### src/rtl/cnn_rlt_serializer_if.sv
// Stream bundle around the serializer: wide cnn result words in, narrow lane beats out.
// The slave view belongs to the serializer and the master view to whatever drives and consumes it.
interface cnn_rlt_serializer_if #(
    parameter int unsigned STR_RLT_WIDTH = 64,
    parameter int unsigned OUT_WIDTH     = 16
);
    logic [STR_RLT_WIDTH-1:0] str_rlt_bus;
    logic                     str_rlt_val;
    logic                     str_rlt_rdy;
    logic [OUT_WIDTH-1:0]     str_out_bus;
    logic                     str_out_val;
    logic                     str_out_rdy;
    logic                     str_out_last;

    modport master (
        output str_rlt_bus, str_rlt_val,
        input  str_rlt_rdy,
        input  str_out_bus, str_out_val, str_out_last,
        output str_out_rdy
    );

    modport slave (
        input  str_rlt_bus, str_rlt_val,
        output str_rlt_rdy,
        output str_out_bus, str_out_val, str_out_last,
        input  str_out_rdy
    );
endinterface

### src/rtl/cnn_rlt_serializer.sv
// Splits each cnn result word into OUT_LANES-wide beats, with an optional ReLU applied at capture,
// and flags the last beat of every cfg_words-word frame.
module cnn_rlt_serializer #(
    parameter int unsigned STR_RLT_WIDTH = 64,
    parameter int unsigned GROUP_NB      = 4,
    parameter int unsigned IMG_WIDTH     = 16,
    parameter int unsigned OUT_LANES     = 1,
    parameter int unsigned CNT_WIDTH     = 16
) (
    input  logic                 clk,
    input  logic                 rst,
    input  logic                 cfg_relu,
    input  logic [CNT_WIDTH-1:0] cfg_words,
    cnn_rlt_serializer_if.slave  str
);
    localparam int unsigned BEATS  = GROUP_NB / OUT_LANES;
    localparam int unsigned OUT_W  = OUT_LANES * IMG_WIDTH;
    localparam int unsigned BEAT_W = (BEATS > 1) ? $clog2(BEATS) : 1;
    localparam logic [BEAT_W-1:0] LAST_BEAT = BEAT_W'(BEATS - 1);

    typedef enum logic {S_EMPTY, S_FULL} state_t;

    state_t                   r_state;
    logic [STR_RLT_WIDTH-1:0] r_hold;
    logic [BEAT_W-1:0]        r_beat;
    logic [CNT_WIDTH-1:0]     r_wcnt;

    logic [STR_RLT_WIDTH-1:0] w_relu_word;
    logic [OUT_W-1:0]         w_beat_data;
    logic                     w_full;
    logic                     w_last_beat;
    logic                     w_out_xfer;
    logic                     w_in_xfer;
    logic                     w_frame_end;
    logic                     w_wcnt_wrap;

    assign w_full      = (r_state == S_FULL);
    assign w_last_beat = w_full && (r_beat == LAST_BEAT);
    assign w_out_xfer  = w_full && str.str_out_rdy;
    assign w_frame_end = (cfg_words != '0) && (r_wcnt == cfg_words - CNT_WIDTH'(1));
    // >= rather than == so a mid-frame shrink of cfg_words still wraps instead of running away
    assign w_wcnt_wrap = (cfg_words == '0) || (r_wcnt >= cfg_words - CNT_WIDTH'(1));

    // Ready looks through to the downstream handshake so a new word can land on the last beat.
    assign str.str_rlt_rdy  = !rst && (!w_full || (w_out_xfer && w_last_beat));
    assign w_in_xfer        = str.str_rlt_val && str.str_rlt_rdy;
    assign str.str_out_val  = w_full;
    assign str.str_out_bus  = w_beat_data;
    assign str.str_out_last = w_last_beat && w_frame_end;

    always_comb begin
        w_relu_word = str.str_rlt_bus;
        if (cfg_relu) begin
            for (int unsigned i = 0; i < GROUP_NB; i++) begin
                if (str.str_rlt_bus[i*IMG_WIDTH + IMG_WIDTH - 1]) begin
                    w_relu_word[i*IMG_WIDTH +: IMG_WIDTH] = '0;
                end
            end
        end
    end

    always_comb begin
        w_beat_data = '0;
        if (w_full) begin
            for (int unsigned b = 0; b < BEATS; b++) begin
                if (r_beat == BEAT_W'(b)) begin
                    w_beat_data = r_hold[b*OUT_W +: OUT_W];
                end
            end
        end
    end

    always_ff @(posedge clk) begin
        if (rst) begin
            r_state <= S_EMPTY;
            r_hold  <= '0;
            r_beat  <= '0;
            r_wcnt  <= '0;
        end else begin
            if (w_out_xfer && w_last_beat) begin
                r_wcnt <= w_wcnt_wrap ? '0 : r_wcnt + CNT_WIDTH'(1);
            end
            if (w_in_xfer) begin
                r_hold  <= w_relu_word;
                r_beat  <= '0;
                r_state <= S_FULL;
            end else if (w_out_xfer) begin
                if (w_last_beat) begin
                    r_beat  <= '0;
                    r_state <= S_EMPTY;
                end else begin
                    r_beat <= r_beat + BEAT_W'(1);
                end
            end
        end
    end
endmodule
### src/flat_wrapper.sv
// flat-port wrapper written by rule: the top's interface ports become plain ports
module cnn_rlt_serializer_flat 
#(
    parameter int unsigned STR_RLT_WIDTH = 64,
    parameter int unsigned GROUP_NB      = 4,
    parameter int unsigned IMG_WIDTH     = 16,
    parameter int unsigned OUT_LANES     = 1,
    parameter int unsigned CNT_WIDTH     = 16
)
  (clk, rst, cfg_relu, cfg_words, str_str_rlt_bus, str_str_rlt_val, str_str_rlt_rdy, str_str_out_bus, str_str_out_val, str_str_out_last, str_str_out_rdy);
  cnn_rlt_serializer_if #(.STR_RLT_WIDTH(STR_RLT_WIDTH)) str_i ();
  input  logic clk;
  input  logic rst;
  input  logic cfg_relu;
  input  logic [CNT_WIDTH-1:0] cfg_words;
  input wire logic [$bits(str_i.str_rlt_bus)-1:0] str_str_rlt_bus;
  input wire logic [$bits(str_i.str_rlt_val)-1:0] str_str_rlt_val;
  output wire logic [$bits(str_i.str_rlt_rdy)-1:0] str_str_rlt_rdy;
  output wire logic [$bits(str_i.str_out_bus)-1:0] str_str_out_bus;
  output wire logic [$bits(str_i.str_out_val)-1:0] str_str_out_val;
  output wire logic [$bits(str_i.str_out_last)-1:0] str_str_out_last;
  input wire logic [$bits(str_i.str_out_rdy)-1:0] str_str_out_rdy;
  assign str_i.str_rlt_bus = str_str_rlt_bus;
  assign str_i.str_rlt_val = str_str_rlt_val;
  assign str_str_rlt_rdy = str_i.str_rlt_rdy;
  assign str_str_out_bus = str_i.str_out_bus;
  assign str_str_out_val = str_i.str_out_val;
  assign str_str_out_last = str_i.str_out_last;
  assign str_i.str_out_rdy = str_str_out_rdy;
  cnn_rlt_serializer #(.STR_RLT_WIDTH(STR_RLT_WIDTH), .GROUP_NB(GROUP_NB), .IMG_WIDTH(IMG_WIDTH), .OUT_LANES(OUT_LANES), .CNT_WIDTH(CNT_WIDTH)) u_core (.clk(clk), .rst(rst), .cfg_relu(cfg_relu), .cfg_words(cfg_words), .str(str_i));
endmodule
### config.mk
export PLATFORM = sky130hd
export DESIGN_NAME = cnn_rlt_serializer_flat
export DESIGN_NICKNAME = d
export VERILOG_FILES = /design/src/rtl/cnn_rlt_serializer_if.sv /design/src/rtl/cnn_rlt_serializer.sv /design/src/flat_wrapper.sv
export SDC_FILE = /design/constraint.sdc
export NUM_CORES = 1
export LEC_CHECK = 0
export BUFFER_PORTS_ARGS = -buffer_cell sky130_fd_sc_hd__buf_2
export CORE_AREA = 8 8 118 120
export CTS_CLUSTER_DIAMETER = 30
export DETAILED_ROUTE_END_ITERATION = 7
export DIE_AREA = 0 0 126 128
export PLACE_DENSITY = 0.62
export SKIP_CTS_REPAIR_TIMING = 1
export SLEW_MARGIN = 20
export SYNTH_ARGS = -nofsm -noshare
export SYNTH_HDL_FRONTEND = slang
export SYNTH_SLANG_ARGS = --single-unit
### constraint.sdc
create_clock -name clk -period 4.3 [get_ports clk]
set_clock_uncertainty 0.2 [all_clocks]
set_input_delay 0.43 -clock clk [delete_from_list [all_inputs] [get_ports clk]]
set_output_delay 0.43 -clock clk [all_outputs]
set_load 0.02 [all_outputs]
==> flow_summary.json <==
{
  "clockBufferDepth": 2,
  "seq_area_frac_synth": 0.400,
  "regToRegSetupSlack_ns": 1.68,
  "worstPathArrival_ns": 3.31,
  "grt_max_degree": 61,
  "crit_top_cell": "buf_2",
  "post-route-min-period_ns": 3.94,
  "reg2reg_depth": 6,
  "r2r-start": "u_core.r_beat[0]",
  "initial_core_util": 0.340,
  "nets": 664,
  "synth_edf_count": 0,
  "crit_type": "input port to output pin",
  "finalSetupTns_ns": 0,
  "clock-sinks": 83,
  "critPathMaxStageDelay_ns": 0.51,
  "core-area_sq_um": 12200,
  "path_max_fanout": 5,
  "async_flop_share": 0,
  "post-synth-top-area-cell": "dfxtp_1",
  "synth_area_leaders": "dfxtp_1, a22o_1, ha_1",
  "synth_compound_area_frac": 0.220,
  "wl_mm": 11.6,
  "synth-warning-count": 0,
  "synthMuxAreaShare": 0.00482,
  "antenna_cells": 0,
  "first_pass_iters": 4,
  "cts_tree": "built",
  "synth_xor_area_frac": 0.0611,
  "crit_end": "str_str_out_last",
  "ys_ff_latch": 83,
  "r2r-end": "u_core.r_wcnt[13]",
  "die-area_sq_um": 16100,
  "multi_input_area_sq_um": 2360,
  "synth_fp_nets": 571,
  "crit_chain": "buf_2 -> nor4_4 -> nand2b_1 -> or4_1 -> or3_1 -> xor2_1 -> ha_1 -> nand4_1 -> nor4_1 -> and4_2 -> buf_2",
  "clkTransAtPathRegs_ns": 0.06,
  "dp_hpwl_mm": 8.73,
  "crit_path_end_kind": "output pin",
  "yosys.area_share.simple": 0.213,
  "synth_area_sq_um": 4150,
  "ys.flop_type": "dfxtp_1",
  "portBuffers": 103,
  "postRouteAntennaNets": 0,
  "cap_violations": 0,
  "cts_buffers": 9,
  "antenna_found_initial": 2,
  "period_share": 0.917,
  "rsz0062_at_grt": "no",
  "io_pins": 104,
  "synth_cell_types": 39,
  "netlist.area_leader.share": 0.400,
  "vias": 3744,
  "startpoint_type": "input port",
  "ir_drop_uv": 242,
  "grt_pass1_vias": 3938,
  "wire_per_inst_um": 16.3,
  "area.sequential_sq_um": 1660,
  "syn_inst": 464,
  "drc": 0,
  "vias_per_cell": 5.26,
  "fin_util": 0.420,
  "synth_top_family_by_area": "compound AO/OA/AOI/OAI gates",
  "clock_latency_ns": 0.33,
  "die-width_um": 126,
  "power_density_nw_per_um2": 361,
  "gp_congestion": 0.853,
  "outcome": "complete, no violations",
  "slowest_stage": "or4_1",
  "leakagePower_nw": 2.12,
  "synthAdderAreaFrac": 0.0663,
  "slew_headroom": 0.378,
  "hold_class": "input port to register",
  "slew_viol_final": 0,
  "area_delta_synth_final_pct": 23.3,
  "h-tree-depth": 3,
  "synth_area_per_cell_sq_um": 8.95,
  "clockRootBuffer": "clkbuf_16",
  "critPathLaunch": "cfg_words[2]",
  "hold_viol": 0,
  "whs_ns": 0.105,
  "gr-usage-all-layers": 0.144,
  "nFillCells": 1246,
  "grt.overflow.total": 0,
  "grt_first_pass_wirelength_mm": 18.9,
  "worstPathRequired_ns": 3.67,
  "worst_slew_pin_slew_ns": 0.933,
  "setup_viol": 0,
  "placementRows": 41,
  "drt_iter0_drc": 188,
  "fmax_ghz": 0.254,
  "drive_gt1_frac": 0.237,
  "die_h_um": 128
}
==> flip-flops by register name, indices dropped and copies added (netlist names) <==
name                    count
u_core.r_wcnt              16
u_core.r_beat               2
u_core.r_hold              64
u_core.str.str_out_val      1
==> placed cells by master (no fill, tap or decap), types with 9 or more instances in the layout <==
cell type  netlist  final
clkbuf_16        0      9
nand3b_1        22     22
o21ai_0         20     20
a22o_1          60     60
xor2_1           9      9
nand2_1         48     48
a21oi_1         44     43
nor3_1          22     22
ha_1            22     22
nor2_1          14     13
xnor2_1         20     20
and2_1          17     17
buf_2            2    103
dfxtp_1         83     83
nand4_1          9      9
==> worst min-delay path by stage <==
| stage | from | to | slack [ns] | cells after the start |
|---|---|---|---|---|
| 2_1_floorplan | u_core.r_hold[16] | u_core.r_hold[16] | 0.25 | 1 |
| 3_3_place_gp | u_core.r_hold[63] | u_core.r_hold[63] | 0.26 | 2 |
| 3_5_place_dp | u_core.r_hold[57] | u_core.r_hold[57] | 0.26 | 1 |
| 4_1_cts | str_str_rlt_bus[62] | u_core.r_hold[62] | 0.1 | 2 |
| 5_1_grt | str_str_rlt_bus[57] | u_core.r_hold[57] | 0.1 | 2 |
| 6_report | str_str_rlt_bus[22] | u_core.r_hold[22] | 0.11 | 2 |
==> cells in the mapped netlist, types with 2 or more instances <==
cell type  count
o21ai_0       20
nand4_1        9
a211oi_1       3
a22o_1        60
nor3_1        22
nor4_1         6
or3_1          2
inv_1          7
ha_1          22
xnor2_1       20
mux2i_1        2
a21oi_1       44
nand3b_1      22
buf_2          2
nand2b_1       3
clkbuf_1      24
nand2_1       48
and2_1        17
nor2_1        14
nand3_1        6
dfxtp_1       83
xor2_1         9
nand4b_1       2
and3_1         2
==> power breakdown <==
part | total (mW) | internal (mW) | switching (mW) | leakage [nW]
combinational | 0.204 | 0.0932 | 0.111 | 1.29
clock | 0.818 | 0.510 | 0.308 | 0.149
sequential | 0.827 | 0.806 | 0.0205 | 0.678
total | 1.85 | 1.41 | 0.440 | 2.12
==> worst max-delay path: cells and delay by family <==
family / cells / cell delay [ns]
fa+ha+maj: 1 / 0.31
buf+inv: 2 / 0.31
simple gates: 7 / 2.10
xor+xnor: 1 / 0.16
==> cell families (layout without fill, tap and decap cells) <==
family	after synthesis	in the layout
flip-flops	83	83
buffers and inverters	35	133
multiplexers	2	2
AND/OR/NAND/NOR	161	161
AO/OA/AOI/OAI	132	132
adder cells (fa/ha/maj)	22	22
XOR/XNOR	29	29
==> area by class of cell <==
type | count | area share
clock buffers | 10 | 0.0447
clock inverters | 6 | 0.0173
multi-input cells | 346 | 0.461
flip-flops and latches | 83 | 0.324
repair buffers | 110 | 0.111
well taps | 150 | 0.0366
inverters | 7 | 0.00513
==> metrics by stage <==
step | cell area [sq um] | worst slack (ns) | total power, mW | instances
2_1_floorplan | 4150 | 0.835 | 0.957 | 464
3_3_place_gp | 4800 | 0.487 | 1.04 | 696
3_5_place_dp | 4800 | 0.348 | 1.05 | 696
4_1_cts | 5120 | 0.344 | 1.87 | 712
5_1_grt | 5120 | 0.0796 | 1.93 | 712
6_report | 5120 | 0.355 | 1.85 | 712
==> metal layers <==
metal | GRT usage | share of wire | wire, um | up-vias
li1 | - | - | - | 1881
met1 | 0.158 | 0.42 | 4850 | 1725
met2 | 0.255 | 0.49 | 5740 | 115
met3 | 0.0495 | 0.072 | 832 | 19
met4 | 0.0474 | 0.016 | 189 | 4
met5 | 0 | 0.0020 | 23 | -
No activity file was read; power rests on OpenSTA's default activity.
